==> src/rtl/cpucr_pkg.sv <==
// Shared CPUCR types and constants: bus widths, reset vector and the
// prefetch queue entry layout.
package cpucr_pkg;

  localparam int ADDR_W = 16;
  localparam int DATA_W = 8;

  localparam logic [ADDR_W-1:0] RESET_VECTOR = 16'h0000;

  // One fetched byte tagged with the address it came from.
  typedef struct packed {
    logic [ADDR_W-1:0] addr;
    logic [DATA_W-1:0] data;
  } fetch_entry_t;

endpackage

==> src/rtl/cpucr_prefetch_if.sv <==
// Bundle of memory-side and decoder-side signals of the prefetch stage.
// The prefetch block is the master; memory, arbiter and decoder form the slave.
interface cpucr_prefetch_if;
  import cpucr_pkg::*;

  logic [ADDR_W-1:0] Direccion;
  logic [DATA_W-1:0] Datos;
  logic              bus_req;
  logic              bus_gnt;
  logic              byte_valid;
  logic [DATA_W-1:0] byte_data;
  logic [ADDR_W-1:0] byte_addr;
  logic              byte_pop;
  logic              redirect;
  logic [ADDR_W-1:0] redirect_pc;
  logic              halt;
  logic              halted;

  modport master (
    output Direccion, bus_req, byte_valid, byte_data, byte_addr, halted,
    input  Datos, bus_gnt, byte_pop, redirect, redirect_pc, halt
  );

  modport slave (
    input  Direccion, bus_req, byte_valid, byte_data, byte_addr, halted,
    output Datos, bus_gnt, byte_pop, redirect, redirect_pc, halt
  );

endinterface

==> src/rtl/cpucr_byte_fifo.sv <==
// Small byte queue of fetch entries with synchronous push/pop/flush and an
// unregistered head read so a pushed byte is visible the following cycle.
module cpucr_byte_fifo
  import cpucr_pkg::*;
#(
  parameter int DEPTH = 4
) (
  input  logic                     clk,
  input  logic                     reset,
  input  logic                     flush,
  input  logic                     push,
  input  fetch_entry_t             push_entry,
  input  logic                     pop,
  output logic [$clog2(DEPTH):0]   count,
  output fetch_entry_t             head,
  output logic                     full
);

  localparam int PTR_W = $clog2(DEPTH);
  localparam int CNT_W = PTR_W + 1;

  fetch_entry_t mem [DEPTH];

  logic [PTR_W-1:0] wr_ptr_reg, wr_ptr_next;
  logic [PTR_W-1:0] rd_ptr_reg, rd_ptr_next;
  logic [CNT_W-1:0] count_reg, count_next;
  logic             empty;
  logic             push_ok;
  logic             pop_ok;

  assign full    = (count_reg == CNT_W'(DEPTH));
  assign empty   = (count_reg == '0);
  // Flush wins over both operations; overflow/underflow requests are dropped.
  assign push_ok = push & ~flush & ~full;
  assign pop_ok  = pop & ~flush & ~empty;

  always_comb begin
    wr_ptr_next = wr_ptr_reg;
    rd_ptr_next = rd_ptr_reg;
    count_next  = count_reg;
    if (flush) begin
      wr_ptr_next = '0;
      rd_ptr_next = '0;
      count_next  = '0;
    end else begin
      if (push_ok) wr_ptr_next = wr_ptr_reg + 1'b1;
      if (pop_ok)  rd_ptr_next = rd_ptr_reg + 1'b1;
      case ({push_ok, pop_ok})
        2'b10:   count_next = count_reg + 1'b1;
        2'b01:   count_next = count_reg - 1'b1;
        default: count_next = count_reg;
      endcase
    end
  end

  always_ff @(posedge clk) begin
    if (reset) begin
      wr_ptr_reg <= '0;
      rd_ptr_reg <= '0;
      count_reg  <= '0;
    end else begin
      wr_ptr_reg <= wr_ptr_next;
      rd_ptr_reg <= rd_ptr_next;
      count_reg  <= count_next;
    end
  end

  // Storage carries no reset: entries beyond the count are never observed.
  always_ff @(posedge clk) begin
    if (push_ok) mem[wr_ptr_reg] <= push_entry;
  end

  assign head  = mem[rd_ptr_reg];
  assign count = count_reg;

endmodule

==> src/rtl/cpucr_prefetch.sv <==
// CPUCR instruction prefetch: walks fetch_pc over memory whenever the bus is
// granted, queues {addr, byte} pairs for the decoder, handles redirect/halt.
module cpucr_prefetch
  import cpucr_pkg::*;
#(
  parameter int                   DEPTH    = 4,
  parameter int                   ADDR_W   = cpucr_pkg::ADDR_W,
  parameter int                   DATA_W   = cpucr_pkg::DATA_W,
  parameter logic [ADDR_W-1:0]    RESET_PC = cpucr_pkg::RESET_VECTOR
) (
  input  logic                 clk,
  input  logic                 reset,
  cpucr_prefetch_if.master     bus
);

  localparam int CNT_W = $clog2(DEPTH) + 1;

  logic [ADDR_W-1:0] fetch_pc_reg, fetch_pc_next;
  logic              halted_reg, halted_next;

  logic [CNT_W-1:0]  fifo_count;
  logic              fifo_full;
  fetch_entry_t      fifo_head;
  fetch_entry_t      push_entry;

  logic              req;
  logic              fire;
  logic              push;
  logic              pop;
  logic              byte_valid;

  // Request depends on registered state only, so the arbiter sees no
  // combinational path back from its own grant or from the decoder.
  assign req        = ~halted_reg & ~fifo_full;
  assign fire       = req & bus.bus_gnt;
  assign push       = fire & ~bus.redirect;
  assign byte_valid = (fifo_count != '0);
  assign pop        = byte_valid & bus.byte_pop;

  assign push_entry.addr = fetch_pc_reg;
  assign push_entry.data = bus.Datos;

  cpucr_byte_fifo #(
    .DEPTH (DEPTH)
  ) u_fifo (
    .clk        (clk),
    .reset      (reset),
    .flush      (bus.redirect),
    .push       (push),
    .push_entry (push_entry),
    .pop        (pop),
    .count      (fifo_count),
    .head       (fifo_head),
    .full       (fifo_full)
  );

  always_comb begin
    fetch_pc_next = fetch_pc_reg;
    halted_next   = halted_reg;
    if (bus.redirect) begin
      fetch_pc_next = bus.redirect_pc;
      halted_next   = 1'b0;
    end else begin
      if (fire)     fetch_pc_next = fetch_pc_reg + 1'b1;
      if (bus.halt) halted_next   = 1'b1;
    end
  end

  always_ff @(posedge clk) begin
    if (reset) begin
      fetch_pc_reg <= RESET_PC;
      halted_reg   <= 1'b0;
    end else begin
      fetch_pc_reg <= fetch_pc_next;
      halted_reg   <= halted_next;
    end
  end

  assign bus.Direccion  = fetch_pc_reg;
  assign bus.bus_req    = req;
  assign bus.byte_valid = byte_valid;
  assign bus.byte_data  = fifo_head.data;
  assign bus.byte_addr  = fifo_head.addr;
  assign bus.halted     = halted_reg;

endmodule

==> src/flat_wrapper.sv <==
// flat-port wrapper written by rule: the top's interface ports become plain ports
module cpucr_prefetch_flat import cpucr_pkg::*;
#(
  parameter int                   DEPTH    = 4,
  parameter int                   ADDR_W   = cpucr_pkg::ADDR_W,
  parameter int                   DATA_W   = cpucr_pkg::DATA_W,
  parameter logic [ADDR_W-1:0]    RESET_PC = cpucr_pkg::RESET_VECTOR
)
  (clk, reset, bus_Direccion, bus_bus_req, bus_byte_valid, bus_byte_data, bus_byte_addr, bus_halted, bus_Datos, bus_bus_gnt, bus_byte_pop, bus_redirect, bus_redirect_pc, bus_halt);
  cpucr_prefetch_if bus_i ();
  input  logic clk;
  input  logic reset;
  output wire logic [$bits(bus_i.Direccion)-1:0] bus_Direccion;
  output wire logic [$bits(bus_i.bus_req)-1:0] bus_bus_req;
  output wire logic [$bits(bus_i.byte_valid)-1:0] bus_byte_valid;
  output wire logic [$bits(bus_i.byte_data)-1:0] bus_byte_data;
  output wire logic [$bits(bus_i.byte_addr)-1:0] bus_byte_addr;
  output wire logic [$bits(bus_i.halted)-1:0] bus_halted;
  input wire logic [$bits(bus_i.Datos)-1:0] bus_Datos;
  input wire logic [$bits(bus_i.bus_gnt)-1:0] bus_bus_gnt;
  input wire logic [$bits(bus_i.byte_pop)-1:0] bus_byte_pop;
  input wire logic [$bits(bus_i.redirect)-1:0] bus_redirect;
  input wire logic [$bits(bus_i.redirect_pc)-1:0] bus_redirect_pc;
  input wire logic [$bits(bus_i.halt)-1:0] bus_halt;
  assign bus_Direccion = bus_i.Direccion;
  assign bus_bus_req = bus_i.bus_req;
  assign bus_byte_valid = bus_i.byte_valid;
  assign bus_byte_data = bus_i.byte_data;
  assign bus_byte_addr = bus_i.byte_addr;
  assign bus_halted = bus_i.halted;
  assign bus_i.Datos = bus_Datos;
  assign bus_i.bus_gnt = bus_bus_gnt;
  assign bus_i.byte_pop = bus_byte_pop;
  assign bus_i.redirect = bus_redirect;
  assign bus_i.redirect_pc = bus_redirect_pc;
  assign bus_i.halt = bus_halt;
  cpucr_prefetch #(.DEPTH(DEPTH), .ADDR_W(ADDR_W), .DATA_W(DATA_W), .RESET_PC(RESET_PC)) u_core (.clk(clk), .reset(reset), .bus(bus_i));
endmodule
==> config.mk <==
export PLATFORM = sky130hd
export DESIGN_NAME = cpucr_prefetch_flat
export DESIGN_NICKNAME = d
export VERILOG_FILES = /design/src/rtl/cpucr_pkg.sv /design/src/rtl/cpucr_prefetch_if.sv /design/src/rtl/cpucr_byte_fifo.sv /design/src/rtl/cpucr_prefetch.sv /design/src/flat_wrapper.sv
export SDC_FILE = /design/constraint.sdc
export NUM_CORES = 1
export LEC_CHECK = 0
export ABC_AREA = 1
export CAP_MARGIN = 20
export CORE_ASPECT_RATIO = 1.25
export CORE_MARGIN = 2
export CORE_UTILIZATION = 32
export DETAILED_ROUTE_END_ITERATION = 6
export PLACE_DENSITY = 0.51
export SKIP_CTS_REPAIR_TIMING = 1
export SLEW_MARGIN = 20
export SYNTH_ARGS = -nofsm -noshare
export SYNTH_HDL_FRONTEND = slang
export SYNTH_SLANG_ARGS = --single-unit
==> constraint.sdc <==
create_clock -name clk -period 3.09 [get_ports clk]
set_clock_uncertainty 0.15 [all_clocks]
set_input_delay 0.618 -clock clk [delete_from_list [all_inputs] [get_ports clk]]
set_output_delay 0.618 -clock clk [all_outputs]
set_load 0.01 [all_outputs]
==> results.json <==
{
  "status": "finished clean",
  "drive_above_1_share_pct": 12.31,
  "vias": 3717,
  "hold_ws_ns": 0.3198,
  "power_mw": 4.141,
  "clock-sinks": 122,
  "drtIter0Drc": 184,
  "required_ns": 2.32,
  "rows": 51,
  "start_util_pct": 32.85,
  "antenna_left": 0,
  "synth_top_cell_area_share_pct": 56.14,
  "avgSynthCellArea_um2": 10.83,
  "dr.pass1.iters": 4,
  "final_cell_area_um2": 6808,
  "internal-power_mw": 3.230,
  "syn_area_um2": 5135,
  "fin_util_pct": 43.55,
  "pre_cts_ws_ns": 0.3595,
  "drt_wl_total_mm": 11.97,
  "synth-edff-count": 96,
  "core-area_um2": 15630,
  "finalWorstSetupSlack_ns": 0.2491,
  "cap_violations": 0,
  "arrival_ns": 2.07,
  "combPwrFrac_pct": 6.3,
  "grt_overflow_total": 0,
  "ys_warn_count": 0,
  "clockPowerShare_pct": 48.9,
  "yosysMostFrequentCell": "edfxtp_1",
  "worstPathMaxFanout": 34,
  "grt_pass1_wl_mm": 19.17,
  "gp_congestion": 0.8261,
  "antenna_cells": 0,
  "whs_endpoint": "u_core.u_fifo.count[0]",
  "max_freq_ghz": 0.3520,
  "start_kind": "flop",
  "chipWidth_um": 117.3,
  "p_switching_uw": 910.8,
  "dp_cells": 757,
  "dieArea_um2": 17080,
  "die_h_um": 145.6,
  "tightest_slew_ns": 0.5182,
  "cts_buffers": 17,
  "path_clk_slew_ns": 0.06,
  "max-clock-path-buffers": 2,
  "swShare_pct": 21.99,
  "report.final.slew_viol_count": 0,
  "cts_max_level": 4,
  "boundaryPins": 73,
  "relSlewSlack_pct": 65.42,
  "drt-vias-per-instance": 4.711,
  "p_leak_nw": 2.399,
  "synth-seq-cells": 122,
  "place_hpwl_mm": 8.031,
  "ys_seq_area_share_pct": 66.28,
  "rr_worst_depth": 10,
  "period_needed_ns": 2.841,
  "worstHoldStart": "u_core.u_fifo.count[0]",
  "largest_register_ffs": 96,
  "insertion_delay_ns": 0.41,
  "clockRootBuffer": "clkbuf_16",
  "synth_commonest_cells": "edfxtp_1, nor2_1, o21ai_0",
  "nFillCells": 1473,
  "synth.distinct_cells": 30,
  "setup-tns-final_ns": 0,
  "syn-num-nets": 511,
  "port_buffers": 72,
  "r2r_slack_ns": 0.97,
  "grt_max_degree": 35,
  "synth_ff_type": "edfxtp_1",
  "wl_per_cell_um": 15.17,
  "crit_chain": "inv_1 > buf_4 > o21ai_0 > o22ai_1 > clkdlybuf4s50_1",
  "ys_top_cells_by_area": "edfxtp_1, dfxtp_1, o21ai_0, nor2_1, nand2_1",
  "postPlaceCellArea_um2": 6192,
  "fin_nets": 601,
  "grt_pass1_vias": 3868,
  "route.detailed.drc": 0,
  "grt_use_total_pct": 14.48,
  "synth_cells": 474,
  "synth_area_leader_cell": "edfxtp_1",
  "ir_drop_mv": 0.2614,
  "cpPeakStageDelay_ns": 0.59,
  "grt_setup_unrepaired": "no",
  "reg2reg_from": "u_core.u_fifo.count[2]",
  "worstReg2RegEnd": "u_core.u_fifo.count[2]",
  "powerDensity_nw_per_um2": 608.3,
  "async_flop_share_pct": 0,
  "cpLargestDelayFamily": "buffers and inverters",
  "antenna_found_initial": 0,
  "crit_slowest_cell": "clkdlybuf4s50_1",
  "pwr-share-seq_pct": 44.8,
  "hp-class": "flop to flop",
  "cp_num_buf_inv": 3,
  "cts_tree": "done",
  "critPathKind": "flop to output port",
  "finalHoldViolCount": 0,
  "fin_cells": 789,
  "layout-area-overhead-vs-synth_pct": 32.58,
  "end_kind": "output port",
  "setup-violations-final": 0,
  "holdPathStages": 1,
  "period_share_pct": 91.94
}
-- cells in the final DEF, fill, tap and decap left out --
| cell type | instances |
|---|---|
| edfxtp_1 | 96 |
| o22ai_1 | 24 |
| inv_6 | 5 |
| buf_12 | 1 |
| dfxtp_1 | 26 |
| nor2_1 | 73 |
| nand2_2 | 2 |
| buf_4 | 18 |
| nand2_1 | 61 |
| nor2_2 | 7 |
| a31oi_1 | 5 |
| o21bai_1 | 1 |
| o21ai_0 | 64 |
| a21oi_2 | 1 |
| nand3_4 | 1 |
| nand4_1 | 5 |
| nand3_1 | 17 |
| ha_1 | 6 |
| bufinv_16 | 3 |
| inv_2 | 2 |
| nand3b_1 | 1 |
| clkinvlp_4 | 1 |
| a21oi_1 | 18 |
| inv_4 | 1 |
| fa_1 | 1 |
| nor2_4 | 4 |
| clkinv_4 | 5 |
| inv_1 | 30 |
| nand2_4 | 1 |
| clkdlybuf4s50_1 | 72 |
| o21a_1 | 1 |
| clkinv_2 | 1 |
| xor2_1 | 5 |
| nand3_2 | 1 |
| clkbuf_16 | 17 |
-- power by group through the flow --
stage | combinational (mW) | clock [mW] | sequential [mW]
3_3_place_gp | 0.265 | 0 | 1.89
5_1_grt | 0.290 | 2.13 | 1.86
6_report | 0.262 | 2.02 | 1.86
4_1_cts | 0.268 | 2.07 | 1.86
2_1_floorplan | 0.111 | 0 | 1.89
3_5_place_dp | 0.267 | 0 | 1.89
-- worst max-delay path by stage --
stage          cells past startpoint         start  slack [ns]                 endpoint
2_1_floorplan                      5  bus_redirect        0.36  u_core.u_fifo.mem[0][0]
3_5_place_dp                      10  bus_redirect        0.36   u_core.u_fifo.count[2]
5_1_grt                            5          flop        0.13         bus_byte_addr[4]
3_3_place_gp                      10  bus_redirect        0.33   u_core.u_fifo.count[2]
4_1_cts                            5          flop        0.21         bus_byte_addr[4]
6_report                           5          flop        0.25         bus_byte_addr[4]
-- layer usage --
metal / vias to the layer above / track usage, % / routed length [um]
met5: - / 0 / 0
met4: 0 / 7.289 / 259
met3: 17 / 3.409 / 481
met2: 82 / 26.29 / 6158
met1: 1761 / 15.72 / 5066
li1: 1857 / - / -
-- final cells by class --
| class | count | area (um2) | area share [%] |
|---|---|---|---|
| Tap cell | 212 | 265.3 | 3.896 |
| Sequential cell | 122 | 3403 | 49.99 |
| Clock inverter | 15 | 190.2 | 2.794 |
| Timing Repair Buffer | 91 | 875.8 | 12.87 |
| Inverter | 33 | 126.4 | 1.856 |
| Multi-Input combinational cell | 299 | 1521 | 22.35 |
| Clock buffer | 17 | 425.4 | 6.249 |
-- cells by family after synthesis --
kind of cell,synth area share [%]
compound gates,11.99
xor+xnor,0.8528
fa+ha+maj,1.852
buf+inv,4.289
flops,66.28
simple gates,14.74
Note: power is estimated with default switching activity, not from simulation.
